--- config.mk ---
export PLATFORM = sky130hd
export DESIGN_NAME = motor_ramp_ctrl
export DESIGN_NICKNAME = d
export VERILOG_FILES = /design/src/rtl/motor_ramp_ctrl.sv
export SDC_FILE = /design/constraint.sdc
export NUM_CORES = 1
export LEC_CHECK = 0
export BUFFER_PORTS_ARGS = -buffer_cell sky130_fd_sc_hd__buf_2
export CORE_UTILIZATION = 50
export CTS_CLUSTER_SIZE = 40
export DETAILED_ROUTE_END_ITERATION = 10
export GPL_TIMING_DRIVEN = 0
export HOLD_SLACK_MARGIN = 0.1
export PLACE_DENSITY = 0.8
export SKIP_CTS_REPAIR_TIMING = 1
export SYNTH_ARGS = -nofsm -noshare
export SYNTH_HDL_FRONTEND = slang
export SYNTH_SLANG_ARGS = --single-unit
--- constraint.sdc ---
create_clock -name CLK100MHZ -period 4 [get_ports CLK100MHZ]
set_input_delay 0.6 -clock CLK100MHZ [delete_from_list [all_inputs] [get_ports CLK100MHZ]]
set_output_delay 0.6 -clock CLK100MHZ [all_outputs]
set_load 0.005 [all_outputs]
--- src/rtl/motor_ramp_ctrl.sv ---
// Slew-limited speed/direction sequencer producing the pwm_wrapper command word.
// Reversals ramp to zero, hold a dead time, flip direction, then ramp back up.
module motor_ramp_ctrl #(
    parameter int TICK_DIV   = 100000,
    parameter int STEP       = 64,
    parameter int DEAD_TICKS = 10
) (
    input  logic        CLK100MHZ,
    input  logic        rst,
    input  logic        cmd_valid,
    output logic        cmd_ready,
    input  logic [15:0] cmd_data,
    input  logic        estop,
    output logic [15:0] pwm_cmd,
    output logic        busy,
    output logic        at_target
);

    localparam int TW = (TICK_DIV > 2) ? $clog2(TICK_DIV) : 1;
    localparam int DW = (DEAD_TICKS > 1) ? $clog2(DEAD_TICKS + 1) : 1;
    localparam logic [TW-1:0] TICK_LAST  = TW'(TICK_DIV - 1);
    localparam logic [DW-1:0] DEAD_LAST  = DW'(DEAD_TICKS - 1);
    localparam logic [15:0]   STEP16     = 16'(STEP);
    localparam logic [14:0]   STEP15     = 15'(STEP);

    localparam logic [2:0] ST_IDLE  = 3'd0;
    localparam logic [2:0] ST_UP    = 3'd1;
    localparam logic [2:0] ST_DOWN  = 3'd2;
    localparam logic [2:0] ST_DEAD  = 3'd3;
    localparam logic [2:0] ST_ESTOP = 3'd4;

    logic [2:0]    state_r, state_n;
    logic [14:0]   duty_r, duty_n;
    logic          dir_r, dir_n;
    logic [14:0]   tgt_mag_r, tgt_mag_n;
    logic          tgt_dir_r, tgt_dir_n;
    logic [TW-1:0] tick_cnt_r;
    logic [DW-1:0] dead_cnt_r, dead_n;
    logic          tick_s, accept_s, rev_s;
    logic [14:0]   floor_s;

    // Sum is formed in 16 bits so a large step near full scale cannot wrap.
    function automatic logic [14:0] step_up(input logic [14:0] d, input logic [14:0] lim);
        logic [15:0] sum;
        sum = {1'b0, d} + STEP16;
        if (sum > {1'b0, lim}) begin
            step_up = lim;
        end else begin
            step_up = sum[14:0];
        end
    endfunction

    function automatic logic [14:0] step_down(input logic [14:0] d, input logic [14:0] flr);
        logic [14:0] diff;
        if ({1'b0, d} >= STEP16) begin
            diff = d - STEP15;
        end else begin
            diff = 15'd0;
        end
        if (diff < flr) begin
            step_down = flr;
        end else begin
            step_down = diff;
        end
    endfunction

    assign tick_s    = (tick_cnt_r == TICK_LAST);
    assign cmd_ready = (state_r != ST_ESTOP);
    assign accept_s  = cmd_valid && cmd_ready;
    assign rev_s     = (tgt_mag_r != 15'd0) && (tgt_dir_r != dir_r);
    assign floor_s   = rev_s ? 15'd0 : tgt_mag_r;
    assign pwm_cmd   = {dir_r, duty_r};
    assign busy      = (state_r != ST_IDLE);
    assign at_target = (state_r == ST_IDLE);

    // Free-running ramp tick divider, unaffected by estop.
    always_ff @(posedge CLK100MHZ) begin
        if (rst) begin
            tick_cnt_r <= '0;
        end else if (tick_s) begin
            tick_cnt_r <= '0;
        end else begin
            tick_cnt_r <= tick_cnt_r + TW'(1);
        end
    end

    // Next-state, duty, direction and target selection.
    always_comb begin
        state_n   = state_r;
        duty_n    = duty_r;
        dir_n     = dir_r;
        tgt_mag_n = tgt_mag_r;
        tgt_dir_n = tgt_dir_r;
        dead_n    = dead_cnt_r;
        if (estop) begin
            state_n   = ST_ESTOP;
            duty_n    = 15'd0;
            tgt_mag_n = 15'd0;
        end else begin
            if (accept_s) begin
                tgt_mag_n = cmd_data[14:0];
                tgt_dir_n = cmd_data[15];
            end else begin
                tgt_mag_n = tgt_mag_r;
                tgt_dir_n = tgt_dir_r;
            end
            // Decisions use the target registered before this edge.
            case (state_r)
                ST_IDLE: begin
                    if (rev_s) begin
                        if (duty_r != 15'd0) begin
                            state_n = ST_DOWN;
                        end else begin
                            state_n = ST_DEAD;
                            dead_n  = '0;
                        end
                    end else if (tgt_mag_r > duty_r) begin
                        state_n = ST_UP;
                    end else if (tgt_mag_r < duty_r) begin
                        state_n = ST_DOWN;
                    end else begin
                        state_n = ST_IDLE;
                    end
                end
                ST_UP: begin
                    if (rev_s || (tgt_mag_r < duty_r)) begin
                        state_n = ST_DOWN;
                    end else begin
                        if (tick_s) begin
                            duty_n = step_up(duty_r, tgt_mag_r);
                        end else begin
                            duty_n = duty_r;
                        end
                        if (duty_n == tgt_mag_r) begin
                            state_n = ST_IDLE;
                        end else begin
                            state_n = ST_UP;
                        end
                    end
                end
                ST_DOWN: begin
                    if (!rev_s && (tgt_mag_r > duty_r)) begin
                        state_n = ST_UP;
                    end else begin
                        if (tick_s) begin
                            duty_n = step_down(duty_r, floor_s);
                        end else begin
                            duty_n = duty_r;
                        end
                        if (duty_n == floor_s) begin
                            if (rev_s) begin
                                state_n = ST_DEAD;
                                dead_n  = '0;
                            end else begin
                                state_n = ST_IDLE;
                            end
                        end else begin
                            state_n = ST_DOWN;
                        end
                    end
                end
                ST_DEAD: begin
                    duty_n = 15'd0;
                    if (tick_s) begin
                        if (dead_cnt_r == DEAD_LAST) begin
                            dead_n = '0;
                            if (rev_s) begin
                                dir_n   = tgt_dir_r;
                                state_n = ST_UP;
                            end else if (tgt_mag_r != 15'd0) begin
                                state_n = ST_UP;
                            end else begin
                                state_n = ST_IDLE;
                            end
                        end else begin
                            dead_n = dead_cnt_r + DW'(1);
                        end
                    end else begin
                        dead_n = dead_cnt_r;
                    end
                end
                ST_ESTOP: begin
                    state_n = ST_IDLE;
                end
                default: begin
                    state_n = ST_IDLE;
                    duty_n  = 15'd0;
                end
            endcase
        end
    end

    // Control and datapath registers.
    always_ff @(posedge CLK100MHZ) begin
        if (rst) begin
            state_r    <= ST_IDLE;
            duty_r     <= 15'd0;
            dir_r      <= 1'b0;
            tgt_mag_r  <= 15'd0;
            tgt_dir_r  <= 1'b0;
            dead_cnt_r <= '0;
        end else begin
            state_r    <= state_n;
            duty_r     <= duty_n;
            dir_r      <= dir_n;
            tgt_mag_r  <= tgt_mag_n;
            tgt_dir_r  <= tgt_dir_n;
            dead_cnt_r <= dead_n;
        end
    end

endmodule

==> results.cfg, run 1 <==
[placed_design]
port-buffer-count = 38
finalWeightedCongestion = 0.995
placed_cells = 926
dpl.hpwl_um = 12800

[worst_setup_path]
worstPathRequired_ns = 4.20
critical_path_buf_inv_count = 4
worstSetupPathType = register to register
cpPeakStageDelay_ns = 0.56
end_kind = register
critPathArrivalTime_ns = 4.40
critPathTopFamily = simple AND/OR/NAND/NOR gates
cp_cell_sequence = buf_8 > or4_4 > nor4_4 > buf_4 > and2_4 > buf_6 > nor2_2 > ha_1 > nand4_1 > a2111oi_4 > nand3_2 > o21ai_4 > buf_8 > mux2i_2 > o21ai_2 > a211oi_2 > a211oi_2
startpoint_type = register
critPathMaxFanout = 6
slowest_stage = or4_4

[status]
outcome = complete, but fails checks
violations = negative setup slack

[pwr]
combPwrFrac_pct = 54.2
power.leakage_nw = 2.60
p_sw_mw = 0.862
clkPwrFrac_pct = 17.4
seq_power_share_pct = 28.3
switching_share_pct = 41.6
peakVddDrop_uv = 241
intPower_mw = 1.21
powerDensity_nw_per_um2 = 318

[finish]
fillerInstances = 908
antenna_cells = 0
drive_above_1_share_pct = 18.6
regArea_um2 = 1120
nets = 889
multi_input_area_um2 = 4320
stdcell_count = 955
area_growth_pct = 18.1

[cts]
cts_sinks = 56
clk_latency_ns = 0.33
clockBufferDepth = 2
root_buffer = clkbuf_8
htreeDepth = 2
cts_buffers = 5
clk_pin_slew_ns = 0.12
cts_tree = yes

[flow_run]
drv_cap = 0

[route]
vias = 6149
firstDrtPassIters = 6
viasPerCell = 6.44
initialDrtViolationCount = 686
drc = 0
routedWlPerCell_um = 18.9
postRouteAntennaNets = 0
totalWireLength_um = 18000

[sta]
clock.fmax_mhz = 238
grt_setup_unrepaired = true
fin_tns_setup_ns = -2.50
final-hold-violation-count = 0
fin_crit_sh_pct = 105
relSlewSlack_pct = 42.3
finalClockSkew_ns = 0.00585
timing.final.ws_setup_ns = -0.200
setup_viol = 20
slew_viol_final = 0
period_needed_ns = 4.20
max_slew.worst_pin.slew_ns = 0.859

[yosys]
yosysUniqueCellTypes = 77
ys_ff_latch = 56
yosys.area.top_type = dfxtp_1
synth_edf_count = 0
synthArstFlopShare_pct = 0
ys_seq_area_share_pct = 20.3
ys.flop_type = dfxtp_1
netlist_area_um2 = 5510
syn_nets = 823
postSynthCellCount = 752
ys_warn_count = 0
netlist.area_leader.share_pct = 20.3
yosys-top-cells-area = dfxtp_1 (20%), ha_1 (12%), a21oi_1 (5.8%)
syn_area_per_cell_um2 = 7.33

[grt]
grt_pass1_wl_um = 26700
grt_use_total_pct = 29.6
grt_overflow = 0
grt_max_degree = 21
grt_pass1_vias = 5357
antenna_found_initial = 0

[die]
die-area_um2 = 11400
die_h_um = 107
ioPinCount = 39
start_util_pct = 52.4
die_w_um = 107
row_count = 37
core_area_um2 = 10500

[hold_path]
holdCritPathClass = register to register
-- cells in the final DEF (no fill, tap or decap), drive strengths merged, types with 27 or more instances in the layout --
master | netlist | layout
nor2 | 68 | 68
a21oi | 66 | 66
buf | 13 | 70
o21ai | 45 | 45
xnor2 | 27 | 27
dfxtp | 56 | 56
ha | 51 | 51
nand2 | 78 | 78
inv | 47 | 49
clkbuf | 34 | 41
-- through the flow --
step | hold WS (ns) | total power, mW | setup slack, ns | util [%] | area (um^2)
global route | 0.499 | 2.14 | -0.332 | 61.9 | 6500
detailed placement | 0.462 | 1.29 | -0.913 | 55.9 | 5870
CTS | 0.491 | 1.64 | -0.955 | 56.8 | 5970
floorplan | 0.430 | 1.12 | 0.0787 | - | 5510
global placement | 0.443 | 1.28 | -0.896 | 55.9 | 5870
finish | 0.485 | 2.07 | -0.200 | 61.9 | 6500
-- registers in the layout, indices dropped and copies added (netlist names) --
signal	flops
dir_r	1
tgt_dir_r	1
dead_cnt_r	4
tgt_mag_r	15
tick_cnt_r	17
state_r	3
duty_r	15
-- worst paths after layout --
kind / start / to / slack (ns) / cells past startpoint
worst max-delay path: duty_r[7] / duty_r[13] / -0.20 / 17
worst min-delay path: tick_cnt_r[0] / tick_cnt_r[0] / 0.48 / 1
worst max register to register: duty_r[7] / duty_r[13] / -0.20 / 17
worst min register to register: tick_cnt_r[0] / tick_cnt_r[0] / 0.48 / 1
-- layer usage --
layer  GRT usage [%]  vias up  share of wire [%]
met4            15.3        0                5.3
met2            44.9      420                 44
met1            39.6     2767                 39
met5               0        -                  0
li1                -     2851                  -
met3            5.65      111                 11
-- power groups by stage --
stage,sequential [mW],combinational (mW),clock [mW]
after global placement,0.598,0.685,0
after CTS,0.586,0.695,0.363
after global routing,0.588,1.17,0.386
after detailed placement,0.598,0.691,0
final,0.586,1.12,0.361
after floorplan,0.594,0.526,0
-- cell families (layout without fill, tap and decap cells) --
kind of cell / after synthesis / after routing / synth area share, %
AND/OR/NAND/NOR: 282 / 282 / 26.4
AO/OA/AOI/OAI: 204 / 204 / 24.1
buffers and inverters: 96 / 163 / 7.04
flip-flops: 56 / 56 / 20.3
adder cells (fa/ha/maj): 51 / 51 / 11.6
XOR/XNOR: 46 / 46 / 7.45
multiplexers: 17 / 17 / 3.11
-- synth_stat cells, types with 3 or more instances --
cell type	instances
xnor2_1	27
o22ai_1	3
a22o_1	7
xor2_1	18
buf_2	9
nor2_1	68
o2111ai_1	3
and3_1	7
nor2b_1	4
nand2b_1	5
nor3b_1	4
nor3_1	22
a31oi_1	8
or2_2	4
o21ai_0	42
a211oi_1	13
a21oi_1	64
nand4_1	18
o32ai_1	3
ha_1	51
and2_1	7
o21a_1	4
nand3_1	23
o211ai_1	5
a21o_1	12
or3_1	7
o31ai_1	5
and4_1	4
nor4_1	13
nand3b_1	3
a2111oi_0	7
clkbuf_1	33
dfxtp_1	56
o32a_1	3
mux2i_1	16
inv_1	47
nand2_1	77
-- final cells by class --
type | count | share of cell area [%]
Buffer | 46 | 3.48
Clock buffer | 5 | 1.06
Clock inverter | 3 | 0.442
Inverter | 49 | 2.89
Multi-Input combinational cell | 600 | 66.4
Sequential cell | 56 | 17.3
Tap cell | 136 | 2.62
Timing Repair Buffer | 60 | 5.85
Power figures use the tool's default switching activity.
==> inputs of run 2 (changes only) <==
--- a/config.mk
+++ b/config.mk
@@ -6,6 +6,7 @@
 export NUM_CORES = 1
 export LEC_CHECK = 0
 export BUFFER_PORTS_ARGS = -buffer_cell sky130_fd_sc_hd__buf_2
+export CORE_MARGIN = 2
 export CORE_UTILIZATION = 50
 export CTS_CLUSTER_SIZE = 40
 export DETAILED_ROUTE_END_ITERATION = 10
==> run 2 against run 1 <==
- the run still ends with negative setup slack left
- sequential share of layout area is 0.53 points higher
- critical path type unchanged
- routed wire length is 4.3% lower
- largest power group unchanged
- power is 11% lower
==> results.cfg, run 2 (synthesis gave the netlist of run 1 again) <==
[worst_setup_path]
critPathMaxFanout = 7
critPathTopFamily = compound AO/OA/AOI/OAI gates
worstPathRequired_ns = 4.30
end_kind = register
worstSetupPathType = register to register
startpoint_type = register
critical_path_buf_inv_count = 4
slowest_stage = or4_4
cp_cell_sequence = buf_8 > or4_4 > nor4_4 > and2_4 > buf_6 > nor2_4 > ha_4 > o21a_1 > o21ai_2 > a2111oi_4 > buf_4 > a2111oi_4 > o21ai_4 > o32a_1 > nor4b_4 > buf_6 > a22o_1
critPathArrivalTime_ns = 4.42
cpPeakStageDelay_ns = 0.50

[finish]
stdcell_count = 952
antenna_cells = 0
area_growth_pct = 14.7
final_cell_mix = nand2_1 (77), nor2_1 (66), a21oi_1 (63), dfxtp_1 (53), ha_1 (49)
final_core_util_pct = 58.6
drive_above_1_share_pct = 16.6
largest_registers = tick_cnt_r (17), duty_r (15), tgt_mag_r (15)
fillerInstances = 1003
largest-register = tick_cnt_r
nets = 882
largest_reg_flops = 17
fin_area_um2 = 6320
layout_commonest_cell = nand2_1

[pwr]
switching_share_pct = 40.9
powerDensity_nw_per_um2 = 292
intPower_mw = 1.09
seq_power_share_pct = 31.8
p_sw_mw = 0.754
clkPwrFrac_pct = 18.7
combPwrFrac_pct = 49.5
peakVddDrop_uv = 174
power.leakage_nw = 2.54

[flow_run]
drv_cap = 0

[hold_path]
holdCritPathClass = primary input to register

[sta]
finalClockSkew_ns = 0.0173
period_needed_ns = 4.13
timing.final.ws_setup_ns = -0.127
setup_viol = 14
final-hold-violation-count = 0
relSlewSlack_pct = 38.7
grt_setup_unrepaired = true
fin_crit_sh_pct = 103
slew_viol_final = 0
clock.fmax_mhz = 242
max_slew.worst_pin.slew_ns = 0.911
fin_tns_setup_ns = -1.14

[placed_design]
port-buffer-count = 38
dpl.hpwl_um = 12700
placed_cells = 930
place_area_um2 = 5870
finalWeightedCongestion = 1.01

[route]
totalWireLength_um = 17300
vias = 5976
routedWlPerCell_um = 18.1
initialDrtViolationCount = 603
postRouteAntennaNets = 0
drc = 0
firstDrtPassIters = 6
viasPerCell = 6.28

[cts]
clockBufferDepth = 2
clk_pin_slew_ns = 0.11
clk_latency_ns = 0.35
root_buffer = clkbuf_8
cts_sinks = 56
cts_tree = yes
cts_buffers = 5
htreeDepth = 2

[die]
start_util_pct = 51.0
core_area_um2 = 10800
die_w_um = 109
die-area_um2 = 11900
row_count = 38
die_h_um = 109
ioPinCount = 39

[grt]
grt_use_total_pct = 29.2
grt_pass1_wl_um = 26800
antenna_found_initial = 0
grt_max_degree = 20
grt_pass1_vias = 5235
grt_overflow = 0

[status]
violations = negative setup slack
outcome = complete, but fails checks
==> run 2: cell types whose count changed in the layout (fill, tap and decap cells not counted), sizes merged <==
cell / change
buf: -5
clkinvlp: +3
clkbuf: -2
inv: -2
clkinv: -1
==> run 2: area by class of cell <==
type	instances	area (um^2)	area share (%)
Clock inverter	3	25.0	0.396
Buffer	46	231	3.66
Inverter	49	195	3.09
Multi-Input combinational cell	600	4200	66.4
Tap cell	140	175	2.77
Timing Repair Buffer	53	304	4.81
Sequential cell	56	1120	17.8
Clock buffer	5	68.8	1.09
==> run 2: power by group through the flow <==
| stage | clock network [mW] | registers, mW | logic (mW) |
|---|---|---|---|
| 2_1_floorplan | 0 | 0.594 | 0.526 |
| 3_3_place_gp | 0 | 0.598 | 0.689 |
| 3_5_place_dp | 0 | 0.598 | 0.691 |
| 4_1_cts | 0.354 | 0.586 | 0.697 |
| 5_1_grt | 0.374 | 0.588 | 0.977 |
| 6_report | 0.344 | 0.587 | 0.913 |
==> run 2: final timing paths <==
kind / from / end / slack, ns / depth (start not counted)
max: duty_r[7] / duty_r[0] / -0.13 / 17
max reg2reg: duty_r[7] / duty_r[0] / -0.13 / 17
min: cmd_data[0] / tgt_mag_r[0] / 0.47 / 3
min reg2reg: tick_cnt_r[0] / tick_cnt_r[0] / 0.47 / 1
==> run 2: worst min-delay path: cells and delay by family <==
kind,cells,cell delay (ns)
and+or+nand+nor,1,0.04
AOI/OAI and AO/OA,1,0.05
buffers and inverters,1,0.09
==> run 2: per-stage QoR <==
| stage | total power [mW] | worst slack [ns] | hold slack [ns] |
|---|---|---|---|
| floorplan | 1.12 | 0.0787 | 0.430 |
| global placement | 1.29 | -0.774 | 0.444 |
| detailed placement | 1.29 | -0.724 | 0.452 |
| CTS | 1.64 | -0.765 | 0.463 |
| global route | 1.94 | -0.283 | 0.460 |
| finish | 1.84 | -0.127 | 0.472 |
==> run 2: metal layers <==
metal  global-route usage, %  share of wire (%)  vias to the layer above
met5                       0                  0                        -
met4                    18.0                5.3                        0
met3                    5.74                 11                       68
met2                    43.0                 43                      352
met1                    38.9                 41                     2726
li1                        -                  -                     2830
==> inputs of run 3 (changes only) <==
--- a/config.mk
+++ b/config.mk
@@ -12,7 +12,8 @@
 export DETAILED_ROUTE_END_ITERATION = 10
 export GPL_TIMING_DRIVEN = 0
 export HOLD_SLACK_MARGIN = 0.1
-export PLACE_DENSITY = 0.8
+export PLACE_DENSITY_LB_ADDON = 0.3
+export RECOVER_POWER = 100
 export SKIP_CTS_REPAIR_TIMING = 1
 export SYNTH_ARGS = -nofsm -noshare
 export SYNTH_HDL_FRONTEND = slang
==> run 3 against run 2 <==
- the run still ends with negative setup slack left
- routed wire length is 14% higher
- sequential cell count stayed put
- sequential power hardly changed
- via count is 0.22% higher
- sequential share of layout area is 0.71 points lower
- cell count is 0.53% higher
- highest routed layer unchanged
- clock power hardly changed
- final area is 4.2% higher
- fmax is 1.6% lower
- register-to-register slack worse by 0.07 ns
- combinational power is 23% higher
- die area stayed put
==> results.cfg, run 3 (synthesis gave the netlist of run 1 again) <==
[sta]
period_needed_ns = 4.19
setup_viol = 20
finalClockSkew_ns = 0.0188
relSlewSlack_pct = 22.5
final-hold-violation-count = 0
timing.final.ws_setup_ns = -0.195
max_slew.worst_pin.slew_ns = 1.15
grt_setup_unrepaired = true
fin_crit_sh_pct = 105
clock.fmax_mhz = 238
slew_viol_final = 0

[route]
viasPerCell = 6.26
totalWireLength_um = 19600
postRouteAntennaNets = 0
drc = 0
vias = 5989
firstDrtPassIters = 5
routedWlPerCell_um = 20.5
initialDrtViolationCount = 425

[pwr]
powerDensity_nw_per_um2 = 312
power.leakage_nw = 2.62
peakVddDrop_uv = 452

[die]
start_util_pct = 51.0
core_area_um2 = 10800
row_count = 38
die_w_um = 109
die-area_um2 = 11900
ioPinCount = 39
die_h_um = 109

[cts]
htreeDepth = 2
cts_buffers = 5
clk_latency_ns = 0.34
root_buffer = clkbuf_8
cts_tree = yes
clockBufferDepth = 2
clk_pin_slew_ns = 0.11
cts_sinks = 56

[flow_run]
drv_cap = 0

[finish]
nets = 887
antenna_cells = 0
final_core_util_pct = 61.0
area_growth_pct = 19.5
largest-register = tick_cnt_r
final_cell_mix = nand2_1 (77), nor2_1 (64), a21oi_1 (62), dfxtp_1 (53), ha_1 (50)
largest_registers = tick_cnt_r (17), duty_r (15), tgt_mag_r (15)
layout_commonest_cell = nand2_1
largest_reg_flops = 17
drive_above_1_share_pct = 18.5
fin_area_um2 = 6580

[grt]
grt_pass1_wl_um = 29400
antenna_found_initial = 0
grt_overflow = 0
grt_max_degree = 17
grt_use_total_pct = 32.9
grt_pass1_vias = 5530

[placed_design]
dpl.hpwl_um = 14800
port-buffer-count = 38
place_area_um2 = 5870
finalWeightedCongestion = 0.935
dp_slack_ns = -0.787

[worst_setup_path]
critPathMaxFanout = 5
worstPathRequired_ns = 4.23
critPathArrivalTime_ns = 4.42
startpoint_type = register
worstSetupPathType = register to register
end_kind = register

[hold_path]
holdCritPathClass = primary input to register

[status]
violations = negative setup slack
outcome = complete, but fails checks
run 3: power breakdown:
group,internal [mW],leakage [nW],switching [mW],total (mW)
clock,0.141,0.0445,0.206,0.347
sequential,0.571,0.455,0.0154,0.586
combinational,0.515,2.12,0.606,1.12
run 3: final timing paths:
check                        to           from  slack (ns)  cells past startpoint
setup / recovery     state_r[0]     duty_r[11]       -0.19                     16
hold / removal     tgt_mag_r[3]    cmd_data[3]        0.48                      3
setup reg to reg     state_r[0]     duty_r[11]       -0.19                     16
hold reg to reg   tick_cnt_r[0]  tick_cnt_r[0]        0.49                      1
run 3: layout make-up:
cell class | instances | area [um^2]
clock buffers | 7 | 86.3
clock inverters | 1 | 7.51
well taps | 140 | 175
flip-flops and latches | 56 | 1120
inverters | 49 | 191
multi-input cells | 600 | 4330
fillers | 1002 | 4210
repair buffers | 58 | 407
plain buffers | 46 | 258
run 3: critical path: stages, from the launching register on:
cell	delay (ns)
dfxtp_2	0.34
buf_6	0.12
or4_4	0.53
nor4_4	0.32
and2_4	0.24
buf_8	0.12
nor2_1	0.08
ha_1	0.33
nand4_1	0.14
a2111oi_4	0.35
nand3_2	0.14
o21ai_4	0.29
nand4b_1	0.30
a31oi_4	0.26
buf_12	0.16
nor3_4	0.04
a211o_1	0.30
run 3: metal layers:
layer / global-route usage (%) / part of all wire (%) / wire length [um]
met1: 40.6 / 41 / 8080
met2: 55.7 / 49 / 9530
met3: 6.40 / 7.0 / 1380
met4: 13.6 / 3.1 / 615
met5: 0 / 0 / 0
run 3: through the flow:
step,std cells,TNS [ns],power (mW),hold slack [ns]
finish,957,-1.28,2.05,0.478
global route,957,-3.68,2.15,0.483
CTS,938,-14.85,1.66,0.471
detailed placement,930,-13.85,1.31,0.465
global placement,930,-13.46,1.31,0.443
floorplan,752,0,1.12,0.430
